`src/rtl/draw_seq_pkg.sv`:
```
// Shared types and default sizing for the Gold Miner render sequencer.
package draw_seq_pkg;

  localparam int STATE_W         = 4;
  localparam int DEF_NUM_CLASSES = 3;
  localparam int DEF_IDX_W       = 5;
  localparam int DEF_FRAME_DIV   = 833334;
  localparam int DEF_TIMEOUT     = 65535;

  typedef enum logic [STATE_W-1:0] {
    S_START,
    S_SPLASH,
    S_SPLASH_WAIT,
    S_GEN_XY,
    S_BG,
    S_OBJ_SEL,
    S_OBJ,
    S_HOOK,
    S_NUM,
    S_GAME,
    S_OVER,
    S_DONE
  } state_t;

endpackage

```
`src/rtl/draw_sequencer_if.sv`:
```
// Handshake bundle between the render sequencer (master) and the game/engine side (slave).
interface draw_sequencer_if
  import draw_seq_pkg::*;
#(
  parameter int NUM_CLASSES = DEF_NUM_CLASSES,
  parameter int IDX_W       = DEF_IDX_W
);
  logic                         go;
  logic                         game_end;
  logic                         pause;
  logic [NUM_CLASSES*IDX_W-1:0] max_count;
  logic                         start_done;
  logic                         bg_done;
  logic                         hook_done;
  logic                         num_done;
  logic                         over_done;
  logic [NUM_CLASSES-1:0]       obj_done;
  logic                         start_en;
  logic                         bg_en;
  logic                         hook_en;
  logic                         num_en;
  logic                         over_en;
  logic [NUM_CLASSES-1:0]       obj_en;
  logic [IDX_W-1:0]             obj_idx;
  logic                         random_en;
  logic                         timer_en;
  logic                         timer_resetn;
  logic                         rope_resetn;
  logic                         obj_resetn;
  logic                         static_phase;
  logic                         frame_tick;
  logic                         draw_err;

  modport master (
    input  go, game_end, pause, max_count,
    input  start_done, bg_done, hook_done, num_done, over_done, obj_done,
    output start_en, bg_en, hook_en, num_en, over_en, obj_en, obj_idx,
    output random_en, timer_en, timer_resetn, rope_resetn, obj_resetn,
    output static_phase, frame_tick, draw_err
  );

  modport slave (
    output go, game_end, pause, max_count,
    output start_done, bg_done, hook_done, num_done, over_done, obj_done,
    input  start_en, bg_en, hook_en, num_en, over_en, obj_en, obj_idx,
    input  random_en, timer_en, timer_resetn, rope_resetn, obj_resetn,
    input  static_phase, frame_tick, draw_err
  );

endinterface

```
`src/rtl/frame_tick_gen.sv`:
```
// Free-running frame divider: counts 0..FRAME_DIV-1 and pulses frame_tick on the last count.
module frame_tick_gen
  import draw_seq_pkg::*;
#(
  parameter int FRAME_DIV = DEF_FRAME_DIV
) (
  input  logic clk,
  input  logic resetn,
  output logic frame_tick
);
  localparam int CW = $clog2(FRAME_DIV);
  localparam logic [CW-1:0] LAST = CW'(FRAME_DIV - 1);

  logic [CW-1:0] cnt_q, cnt_d;

  always_comb begin
    cnt_d = (cnt_q == LAST) ? '0 : cnt_q + 1'b1;
  end

  always_ff @(posedge clk or negedge resetn) begin
    if (!resetn) cnt_q <= '0;
    else         cnt_q <= cnt_d;
  end

  assign frame_tick = (cnt_q == LAST);

endmodule

```
`src/rtl/draw_sequencer.sv`:
```
// Render sequencer: walks splash, background, per-class objects, hook, score and game-over engines.
// Optional per-phase draw watchdog enabled by defining DRAW_SEQ_TIMEOUT_EN.
module draw_sequencer
  import draw_seq_pkg::*;
#(
  parameter int NUM_CLASSES = DEF_NUM_CLASSES,
  parameter int IDX_W       = DEF_IDX_W,
  parameter int FRAME_DIV   = DEF_FRAME_DIV,
  parameter int TIMEOUT     = DEF_TIMEOUT
) (
  input  logic              clk,
  input  logic              resetn,
  draw_sequencer_if.master  bus
);
  localparam int CLS_W = (NUM_CLASSES > 1) ? $clog2(NUM_CLASSES) : 1;
  localparam logic [CLS_W-1:0] LAST_CLS = CLS_W'(NUM_CLASSES - 1);

  state_t                 state_q, state_d;
  logic [CLS_W-1:0]       cls_q, cls_d;
  logic [IDX_W-1:0]       idx_q, idx_d;
  logic [IDX_W-1:0]       cur_max;
  logic                   done_sel, adv, wd_hit, frame_tick;

  // Outputs are registered from the next-state decode so they track the current state exactly.
  logic start_en_q, start_en_d, bg_en_q, bg_en_d, hook_en_q, hook_en_d;
  logic num_en_q, num_en_d, over_en_q, over_en_d, random_en_q, random_en_d;
  logic timer_base_q, timer_base_d, game_q, game_d, static_q, static_d;
  logic timer_resetn_q, timer_resetn_d, rope_resetn_q, rope_resetn_d;
  logic obj_resetn_q, obj_resetn_d;
  logic [NUM_CLASSES-1:0] obj_en_q, obj_en_d;

  frame_tick_gen #(.FRAME_DIV(FRAME_DIV)) u_frame_tick (
    .clk        (clk),
    .resetn     (resetn),
    .frame_tick (frame_tick)
  );

  assign cur_max = bus.max_count[int'(cls_q)*IDX_W +: IDX_W];

`ifdef DRAW_SEQ_TIMEOUT_EN
  localparam int WD_W = $clog2(TIMEOUT + 1);
  localparam logic [WD_W-1:0] WD_LAST = WD_W'(TIMEOUT - 1);

  logic [WD_W-1:0] wd_q, wd_d;
  logic            err_q, err_d, watched;

  assign watched = state_q inside {S_SPLASH_WAIT, S_BG, S_OBJ, S_HOOK, S_NUM, S_OVER};
  assign wd_hit  = watched && (wd_q == WD_LAST);

  always_comb begin
    wd_d  = (state_d != state_q) ? '0 : wd_q + 1'b1;
    err_d = err_q | (wd_hit & ~done_sel);
  end

  assign bus.draw_err = err_q;
`else
  assign wd_hit       = 1'b0;
  assign bus.draw_err = 1'b0;
`endif

  always_comb begin
    done_sel = 1'b0;
    unique case (state_q)
      S_SPLASH_WAIT: done_sel = bus.start_done;
      S_BG:          done_sel = bus.bg_done;
      S_OBJ:         done_sel = bus.obj_done[cls_q];
      S_HOOK:        done_sel = bus.hook_done;
      S_NUM:         done_sel = bus.num_done;
      S_OVER:        done_sel = bus.over_done;
      default:       done_sel = 1'b0;
    endcase
    adv = done_sel | wd_hit;

    state_d = state_q;
    cls_d   = cls_q;
    idx_d   = idx_q;
    unique case (state_q)
      S_START:       state_d = S_SPLASH;
      S_SPLASH:      state_d = S_SPLASH_WAIT;
      S_SPLASH_WAIT: if (adv) state_d = S_GEN_XY;
      S_GEN_XY: if (bus.go) begin
        state_d = S_BG;
        cls_d   = '0;
        idx_d   = '0;
      end
      S_BG:          if (adv) state_d = S_OBJ_SEL;
      // Empty or exhausted classes advance one class per cycle.
      S_OBJ_SEL: begin
        if (idx_q < cur_max)        state_d = S_OBJ;
        else if (cls_q == LAST_CLS) state_d = S_HOOK;
        else begin
          cls_d = cls_q + 1'b1;
          idx_d = '0;
        end
      end
      S_OBJ: if (adv) begin
        idx_d   = idx_q + 1'b1;
        state_d = S_OBJ_SEL;
      end
      S_HOOK:        if (adv) state_d = S_NUM;
      S_NUM:         if (adv) state_d = S_GAME;
      // game_end wins over a redraw tick and is honoured while paused.
      S_GAME: begin
        if (bus.game_end) state_d = S_OVER;
        else if (frame_tick && !bus.pause) begin
          state_d = S_BG;
          cls_d   = '0;
          idx_d   = '0;
        end
      end
      S_OVER:        if (adv) state_d = S_DONE;
      S_DONE:        if (bus.go) state_d = S_GEN_XY;
      default:       state_d = S_START;
    endcase

    start_en_d     = state_d inside {S_SPLASH, S_SPLASH_WAIT};
    rope_resetn_d  = !(state_d inside {S_SPLASH, S_SPLASH_WAIT, S_GEN_XY});
    random_en_d    = (state_d == S_GEN_XY);
    timer_resetn_d = (state_d != S_GEN_XY);
    bg_en_d        = (state_d == S_BG);
    obj_en_d       = (state_d == S_OBJ) ? (NUM_CLASSES'(1) << cls_d) : '0;
    hook_en_d      = (state_d == S_HOOK);
    num_en_d       = (state_d == S_NUM);
    over_en_d      = (state_d == S_OVER);
    game_d         = (state_d == S_GAME);
    obj_resetn_d   = (state_d != S_GAME);
    timer_base_d   = state_d inside {S_BG, S_OBJ_SEL, S_OBJ, S_HOOK, S_NUM, S_OVER};
    static_d       = state_d inside {S_BG, S_OBJ_SEL, S_OBJ};
  end

  always_ff @(posedge clk or negedge resetn) begin
    if (!resetn) begin
      state_q        <= S_START;
      cls_q          <= '0;
      idx_q          <= '0;
      start_en_q     <= 1'b0;
      bg_en_q        <= 1'b0;
      hook_en_q      <= 1'b0;
      num_en_q       <= 1'b0;
      over_en_q      <= 1'b0;
      obj_en_q       <= '0;
      random_en_q    <= 1'b0;
      timer_base_q   <= 1'b0;
      game_q         <= 1'b0;
      static_q       <= 1'b0;
      timer_resetn_q <= 1'b1;
      rope_resetn_q  <= 1'b1;
      obj_resetn_q   <= 1'b1;
`ifdef DRAW_SEQ_TIMEOUT_EN
      wd_q           <= '0;
      err_q          <= 1'b0;
`endif
    end else begin
      state_q        <= state_d;
      cls_q          <= cls_d;
      idx_q          <= idx_d;
      start_en_q     <= start_en_d;
      bg_en_q        <= bg_en_d;
      hook_en_q      <= hook_en_d;
      num_en_q       <= num_en_d;
      over_en_q      <= over_en_d;
      obj_en_q       <= obj_en_d;
      random_en_q    <= random_en_d;
      timer_base_q   <= timer_base_d;
      game_q         <= game_d;
      static_q       <= static_d;
      timer_resetn_q <= timer_resetn_d;
      rope_resetn_q  <= rope_resetn_d;
      obj_resetn_q   <= obj_resetn_d;
`ifdef DRAW_SEQ_TIMEOUT_EN
      wd_q           <= wd_d;
      err_q          <= err_d;
`endif
    end
  end

  assign bus.start_en     = start_en_q;
  assign bus.bg_en        = bg_en_q;
  assign bus.hook_en      = hook_en_q;
  assign bus.num_en       = num_en_q;
  assign bus.over_en      = over_en_q;
  assign bus.obj_en       = obj_en_q;
  assign bus.obj_idx      = idx_q;
  assign bus.random_en    = random_en_q;
  // Gameplay timer freezes with pause only while the game screen is live.
  assign bus.timer_en     = game_q ? !bus.pause : timer_base_q;
  assign bus.timer_resetn = timer_resetn_q;
  assign bus.rope_resetn  = rope_resetn_q;
  assign bus.obj_resetn   = obj_resetn_q;
  assign bus.static_phase = static_q;
  assign bus.frame_tick   = frame_tick;

endmodule

```
`src/flat_wrapper.sv`:
```
// flat-port wrapper written by rule: the top's interface ports become plain ports
module draw_sequencer_flat import draw_seq_pkg::*;
#(
  parameter int NUM_CLASSES = DEF_NUM_CLASSES,
  parameter int IDX_W       = DEF_IDX_W,
  parameter int FRAME_DIV   = DEF_FRAME_DIV,
  parameter int TIMEOUT     = DEF_TIMEOUT
)
  (clk, resetn, bus_go, bus_game_end, bus_pause, bus_max_count, bus_start_done, bus_bg_done, bus_hook_done, bus_num_done, bus_over_done, bus_obj_done, bus_start_en, bus_bg_en, bus_hook_en, bus_num_en, bus_over_en, bus_obj_en, bus_obj_idx, bus_random_en, bus_timer_en, bus_timer_resetn, bus_rope_resetn, bus_obj_resetn, bus_static_phase, bus_frame_tick, bus_draw_err);
  draw_sequencer_if #(.NUM_CLASSES(NUM_CLASSES), .IDX_W(IDX_W)) bus_i ();
  input  logic clk;
  input  logic resetn;
  input wire logic [$bits(bus_i.go)-1:0] bus_go;
  input wire logic [$bits(bus_i.game_end)-1:0] bus_game_end;
  input wire logic [$bits(bus_i.pause)-1:0] bus_pause;
  input wire logic [$bits(bus_i.max_count)-1:0] bus_max_count;
  input wire logic [$bits(bus_i.start_done)-1:0] bus_start_done;
  input wire logic [$bits(bus_i.bg_done)-1:0] bus_bg_done;
  input wire logic [$bits(bus_i.hook_done)-1:0] bus_hook_done;
  input wire logic [$bits(bus_i.num_done)-1:0] bus_num_done;
  input wire logic [$bits(bus_i.over_done)-1:0] bus_over_done;
  input wire logic [$bits(bus_i.obj_done)-1:0] bus_obj_done;
  output wire logic [$bits(bus_i.start_en)-1:0] bus_start_en;
  output wire logic [$bits(bus_i.bg_en)-1:0] bus_bg_en;
  output wire logic [$bits(bus_i.hook_en)-1:0] bus_hook_en;
  output wire logic [$bits(bus_i.num_en)-1:0] bus_num_en;
  output wire logic [$bits(bus_i.over_en)-1:0] bus_over_en;
  output wire logic [$bits(bus_i.obj_en)-1:0] bus_obj_en;
  output wire logic [$bits(bus_i.obj_idx)-1:0] bus_obj_idx;
  output wire logic [$bits(bus_i.random_en)-1:0] bus_random_en;
  output wire logic [$bits(bus_i.timer_en)-1:0] bus_timer_en;
  output wire logic [$bits(bus_i.timer_resetn)-1:0] bus_timer_resetn;
  output wire logic [$bits(bus_i.rope_resetn)-1:0] bus_rope_resetn;
  output wire logic [$bits(bus_i.obj_resetn)-1:0] bus_obj_resetn;
  output wire logic [$bits(bus_i.static_phase)-1:0] bus_static_phase;
  output wire logic [$bits(bus_i.frame_tick)-1:0] bus_frame_tick;
  output wire logic [$bits(bus_i.draw_err)-1:0] bus_draw_err;
  assign bus_i.go = bus_go;
  assign bus_i.game_end = bus_game_end;
  assign bus_i.pause = bus_pause;
  assign bus_i.max_count = bus_max_count;
  assign bus_i.start_done = bus_start_done;
  assign bus_i.bg_done = bus_bg_done;
  assign bus_i.hook_done = bus_hook_done;
  assign bus_i.num_done = bus_num_done;
  assign bus_i.over_done = bus_over_done;
  assign bus_i.obj_done = bus_obj_done;
  assign bus_start_en = bus_i.start_en;
  assign bus_bg_en = bus_i.bg_en;
  assign bus_hook_en = bus_i.hook_en;
  assign bus_num_en = bus_i.num_en;
  assign bus_over_en = bus_i.over_en;
  assign bus_obj_en = bus_i.obj_en;
  assign bus_obj_idx = bus_i.obj_idx;
  assign bus_random_en = bus_i.random_en;
  assign bus_timer_en = bus_i.timer_en;
  assign bus_timer_resetn = bus_i.timer_resetn;
  assign bus_rope_resetn = bus_i.rope_resetn;
  assign bus_obj_resetn = bus_i.obj_resetn;
  assign bus_static_phase = bus_i.static_phase;
  assign bus_frame_tick = bus_i.frame_tick;
  assign bus_draw_err = bus_i.draw_err;
  draw_sequencer #(.NUM_CLASSES(NUM_CLASSES), .IDX_W(IDX_W), .FRAME_DIV(FRAME_DIV), .TIMEOUT(TIMEOUT)) u_core (.clk(clk), .resetn(resetn), .bus(bus_i));
endmodule
```
`config.mk`:
```
export PLATFORM = sky130hd
export DESIGN_NAME = draw_sequencer_flat
export DESIGN_NICKNAME = d
export VERILOG_FILES = /design/src/rtl/draw_seq_pkg.sv /design/src/rtl/draw_sequencer_if.sv /design/src/rtl/frame_tick_gen.sv /design/src/rtl/draw_sequencer.sv /design/src/flat_wrapper.sv
export SDC_FILE = /design/constraint.sdc
export NUM_CORES = 1
export LEC_CHECK = 0
export BUFFER_PORTS_ARGS = -buffer_cell sky130_fd_sc_hd__clkbuf_2
export CORE_ASPECT_RATIO = 2
export CORE_UTILIZATION = 45
export CTS_CLUSTER_SIZE = 24
export DETAILED_ROUTE_END_ITERATION = 10
export GPL_TIMING_DRIVEN = 0
export PLACE_DENSITY = 0.69
export SKIP_LAST_GASP = 1
export SYNTH_ARGS = -nofsm -noshare
export SYNTH_HDL_FRONTEND = slang
export SYNTH_SLANG_ARGS = --single-unit
```
`constraint.sdc`:
```
create_clock -name clk -period 3 [get_ports clk]
set_clock_uncertainty 0.1 [all_clocks]
set_input_delay 0.3 -clock clk [delete_from_list [all_inputs] [get_ports clk]]
set_output_delay 0.3 -clock clk [all_outputs]
set_load 0.03 [all_outputs]
```
==> flow_summary.json <==
{
  "fin_cells": 405,
  "die_h_um": 112,
  "clkSlewWorstSetupHoldPaths_ns": 0.06,
  "synth_edf_count": 0,
  "grt.total_usage_pct": 20.8,
  "clk_path_buf_depth": 2,
  "wire_per_inst_um": 15.6,
  "synthSimpleGateAreaFrac_pct": 26.1,
  "p_leak_uw": 0.00163,
  "critical_path_buf_inv_count": 2,
  "ant_nets": 0,
  "synth_top_family_by_area": "simple AND/OR/NAND/NOR gates",
  "cp_common_cell": "buf_6",
  "critical_path_class": "flip-flop to flip-flop",
  "max_slew_margin_pct": 23.2,
  "cts_root_buffer": "clkbuf_16",
  "portBuffers": 47,
  "dp.cells": 385,
  "synth-xor-area-share_pct": 6.43,
  "ys_seq_area_share_pct": 42.4,
  "area_growth_pct": 23.6,
  "critPathLaunchType": "flip-flop",
  "clkLatencyLatePin_ns": 0.29,
  "dieArea_sq_um": 6390,
  "num_rows": 39,
  "outcome": "finished, violations left",
  "rsz0062_at_grt": "true",
  "netlist.top_cell.by_area": "dfrtp_1",
  "post-route-period-util_pct": 102,
  "initial_core_util_pct": 47.3,
  "vias": 2282,
  "yosysMostFrequentCell": "dfrtp_1",
  "first_pass_iters": 7,
  "grt-ovfl-total": 0,
  "yosysUniqueCellTypes": 64,
  "min_path_type": "primary input to async pin",
  "synth.avg_cell_area_sq_um": 9.84,
  "holdBufCountCts": 0,
  "violations": "DRC, setup timing",
  "yosysWarnings": 0,
  "htreeDepth": 2,
  "drc": 12,
  "setup_ws_ns": -0.0696,
  "crit_chain": "buf_6 > mux2i_2 > nor2_1 > a21oi_1 > ha_1 > a21o_1 > a211oi_2 > a22oi_2 > a221o_1 > a211o_1 > buf_6 > mux2_4",
  "cp_top_family": "compound AO/OA/AOI/OAI gates",
  "finalMaxSlewViolations": 0,
  "netlist_area_sq_um": 2730,
  "timing.fmax_mhz": 326,
  "cp.arrival_ns": 3.15,
  "fp.dieW_um": 57.0,
  "tritoncts": "yes",
  "wl_mm": 6.34,
  "antenna_found_initial": 0,
  "hold_viol": 0,
  "peakVddDrop_mv": 0.403,
  "power.density_nw_per_um2": 813,
  "place_congestion": 0.919,
  "grt_pass1_wl_mm": 10.2,
  "reg2reg_depth": 12,
  "min_period_ns": 3.07,
  "rrSetupSlack_ns": -0.07,
  "layout.nets": 380,
  "grt_max_degree": 47,
  "setup_violations": 2,
  "netlist_instances": 277,
  "synth_fp_nets": 314,
  "ios": 49,
  "worstPathRequired_ns": 3.08,
  "grt_pass1_vias": 2360,
  "synth_compound_area_share_pct": 12.2,
  "r2r_end": "u_core.bus.start_en",
  "dr.first_iter.drc_count": 94,
  "core_area_sq_um": 5760,
  "post_drt_via_cell_ratio": 5.63,
  "cts-buffers-inserted": 5,
  "synthMuxAreaShare_pct": 4.27,
  "synth_top_area_share_pct": 39.5,
  "pre_cts_ws_ns": -0.239,
  "cp_max_fo": 5,
  "max_slew.worst_pin.slew_ns": 1.15,
  "r2r-start": "u_core.cls_q[1]",
  "yosys.area_share.adder_pct": 4.13,
  "num_antenna_cells": 0,
  "cpPeakStageDelay_ns": 0.39,
  "cap_violations": 0,
  "drive_gt1_share_pct": 32.6,
  "cts_sinks": 46,
  "nFillCells": 521,
  "cp_slowest_cell": "a221o_1",
  "p_total_uw": 2740,
  "synth_area_leaders": "dfrtp_1 (39%), nor2_1 (5.0%), xor2_1 (4.2%), ha_1 (4.1%), mux2i_1 (3.3%)",
  "place_hpwl_mm": 4.70,
  "end_kind": "flip-flop",
  "ys_async_sr_fraction_pct": 100,
  "ys.flop_type": "dfrtp_1",
  "synthTopCellsByCount": "dfrtp_1 (43), nor2_1 (36), a21oi_1 (15)",
  "yosys_register_bits": 46
}
## sequential cells by signal, summed over array words and instances, names as in the netlist
register	flops
u_core.bus.start_en	1
u_core.bus.hook_en	1
u_core.state_q	4
u_core.bus.rope_resetn	1
u_core.bus.bg_en	1
u_core.bus.random_en	1
u_core.bus.obj_resetn	1
u_core.bus.over_en	1
u_core.timer_base_q	1
u_core.cls_q	2
u_core.bus.obj_idx	5
u_core.bus.static_phase	1
u_core.game_q	1
u_core.u_frame_tick.cnt_q	20
u_core.bus.num_en	1
u_core.bus.obj_en	3
u_core.bus.timer_resetn	1
## worst reg2reg max path: stages (launching register included)
cell and delay [ns]:
dfrtp_1 0.37, buf_6 0.14, mux2i_2 0.21, nor2_1 0.06, a21oi_1 0.15, ha_1 0.27
a21o_1 0.17, a211oi_2 0.26, a22oi_2 0.11, a221o_1 0.39, a211o_1 0.31, buf_6 0.14
mux2_4 0.29
## logic make-up (layout without fill, tap and decap cells)
| group | after synthesis | count (layout) |
|---|---|---|
| buf+inv | 23 | 90 |
| xor+xnor | 20 | 20 |
| fa+ha+maj | 9 | 9 |
| mux | 11 | 11 |
| flops | 46 | 46 |
| other cells | 1 | 1 |
| compound gates | 46 | 46 |
| simple gates | 121 | 121 |
## layout make-up
cell class | instances | area (sq um) | share of cell area [%]
Buffer | 13 | 85.1 | 2.53
Clock buffer | 5 | 125 | 3.72
Clock inverter | 3 | 21.3 | 0.632
Inverter | 10 | 37.5 | 1.11
Multi-Input combinational cell | 208 | 1520 | 45.2
Sequential cell | 46 | 1150 | 34.3
Tap cell | 61 | 76.3 | 2.27
Timing Repair Buffer | 59 | 345 | 10.3
## repair_timing
action / in CTS / in global routing
gates cloned: 0 / 1
setup buffers: 3 / 8
pin swaps: 3 / 10
resized for setup: 5 / 16
setup endpoints to repair: 16 / 12
## report_power, final
part,switching [uW],total [uW],internal (uW),leakage (uW)
clock network,236,544,308,0.0000698
registers,38.2,764,726,0.000605
logic,809,1430,620,0.000954
## cell usage in the layout (no fill, tap or decap), types with 3 or more instances in the layout
master,instances
clkbuf_16,5
xor2_1,13
a211o_1,5
nand3b_1,3
dfstp_2,3
inv_1,9
xnor2_1,7
or2_2,3
nand3_1,12
nand4_1,4
buf_6,5
and4b_1,4
nor3_1,7
nor2_1,35
mux2i_1,8
nand2b_1,6
buf_2,4
ha_1,8
nand2_1,12
dfrtp_1,43
a21oi_1,13
buf_4,11
clkbuf_2,48
o21ai_2,3
and3_1,6
## metrics by stage
stage | instance area [sq um] | TNS [ns] | utilization, % | hold slack, ns
5_1_grt | 3370 | -1.15 | 58.5 | 0.237
6_report | 3370 | -0.132 | 58.5 | 0.133
3_5_place_dp | 3040 | -1.11 | 52.7 | 0.399
3_3_place_gp | 3040 | -1.03 | 52.7 | 0.388
4_1_cts | 3230 | 0 | 56.2 | 0.166
2_1_floorplan | 2730 | 0 | - | -0.0956
## metal layers
layer | track usage (%) | vias to the layer above | wire (um)
met3 | 2.76 | 16 | 194
met5 | 0 | - | 0
met1 | 18.4 | 1094 | 2170
met4 | 12.2 | 0 | 224
met2 | 41.6 | 54 | 3740
li1 | - | 1118 | -
## worst max path at each step
| stage | to | startpoint | cells after the start |
|---|---|---|---|
| 3_5_place_dp | u_core.bus.start_en | u_core.cls_q[1] | 12 |
| 4_1_cts | u_core.bus.start_en | u_core.cls_q[1] | 12 |
| 5_1_grt | u_core.bus.start_en | u_core.cls_q[1] | 12 |
| 6_report | u_core.bus.start_en | u_core.cls_q[1] | 12 |
| 3_3_place_gp | u_core.bus.start_en | u_core.cls_q[1] | 12 |
| 2_1_floorplan | u_core.bus.start_en | u_core.cls_q[1] | 12 |
Note: power is estimated with default switching activity, not from simulation.
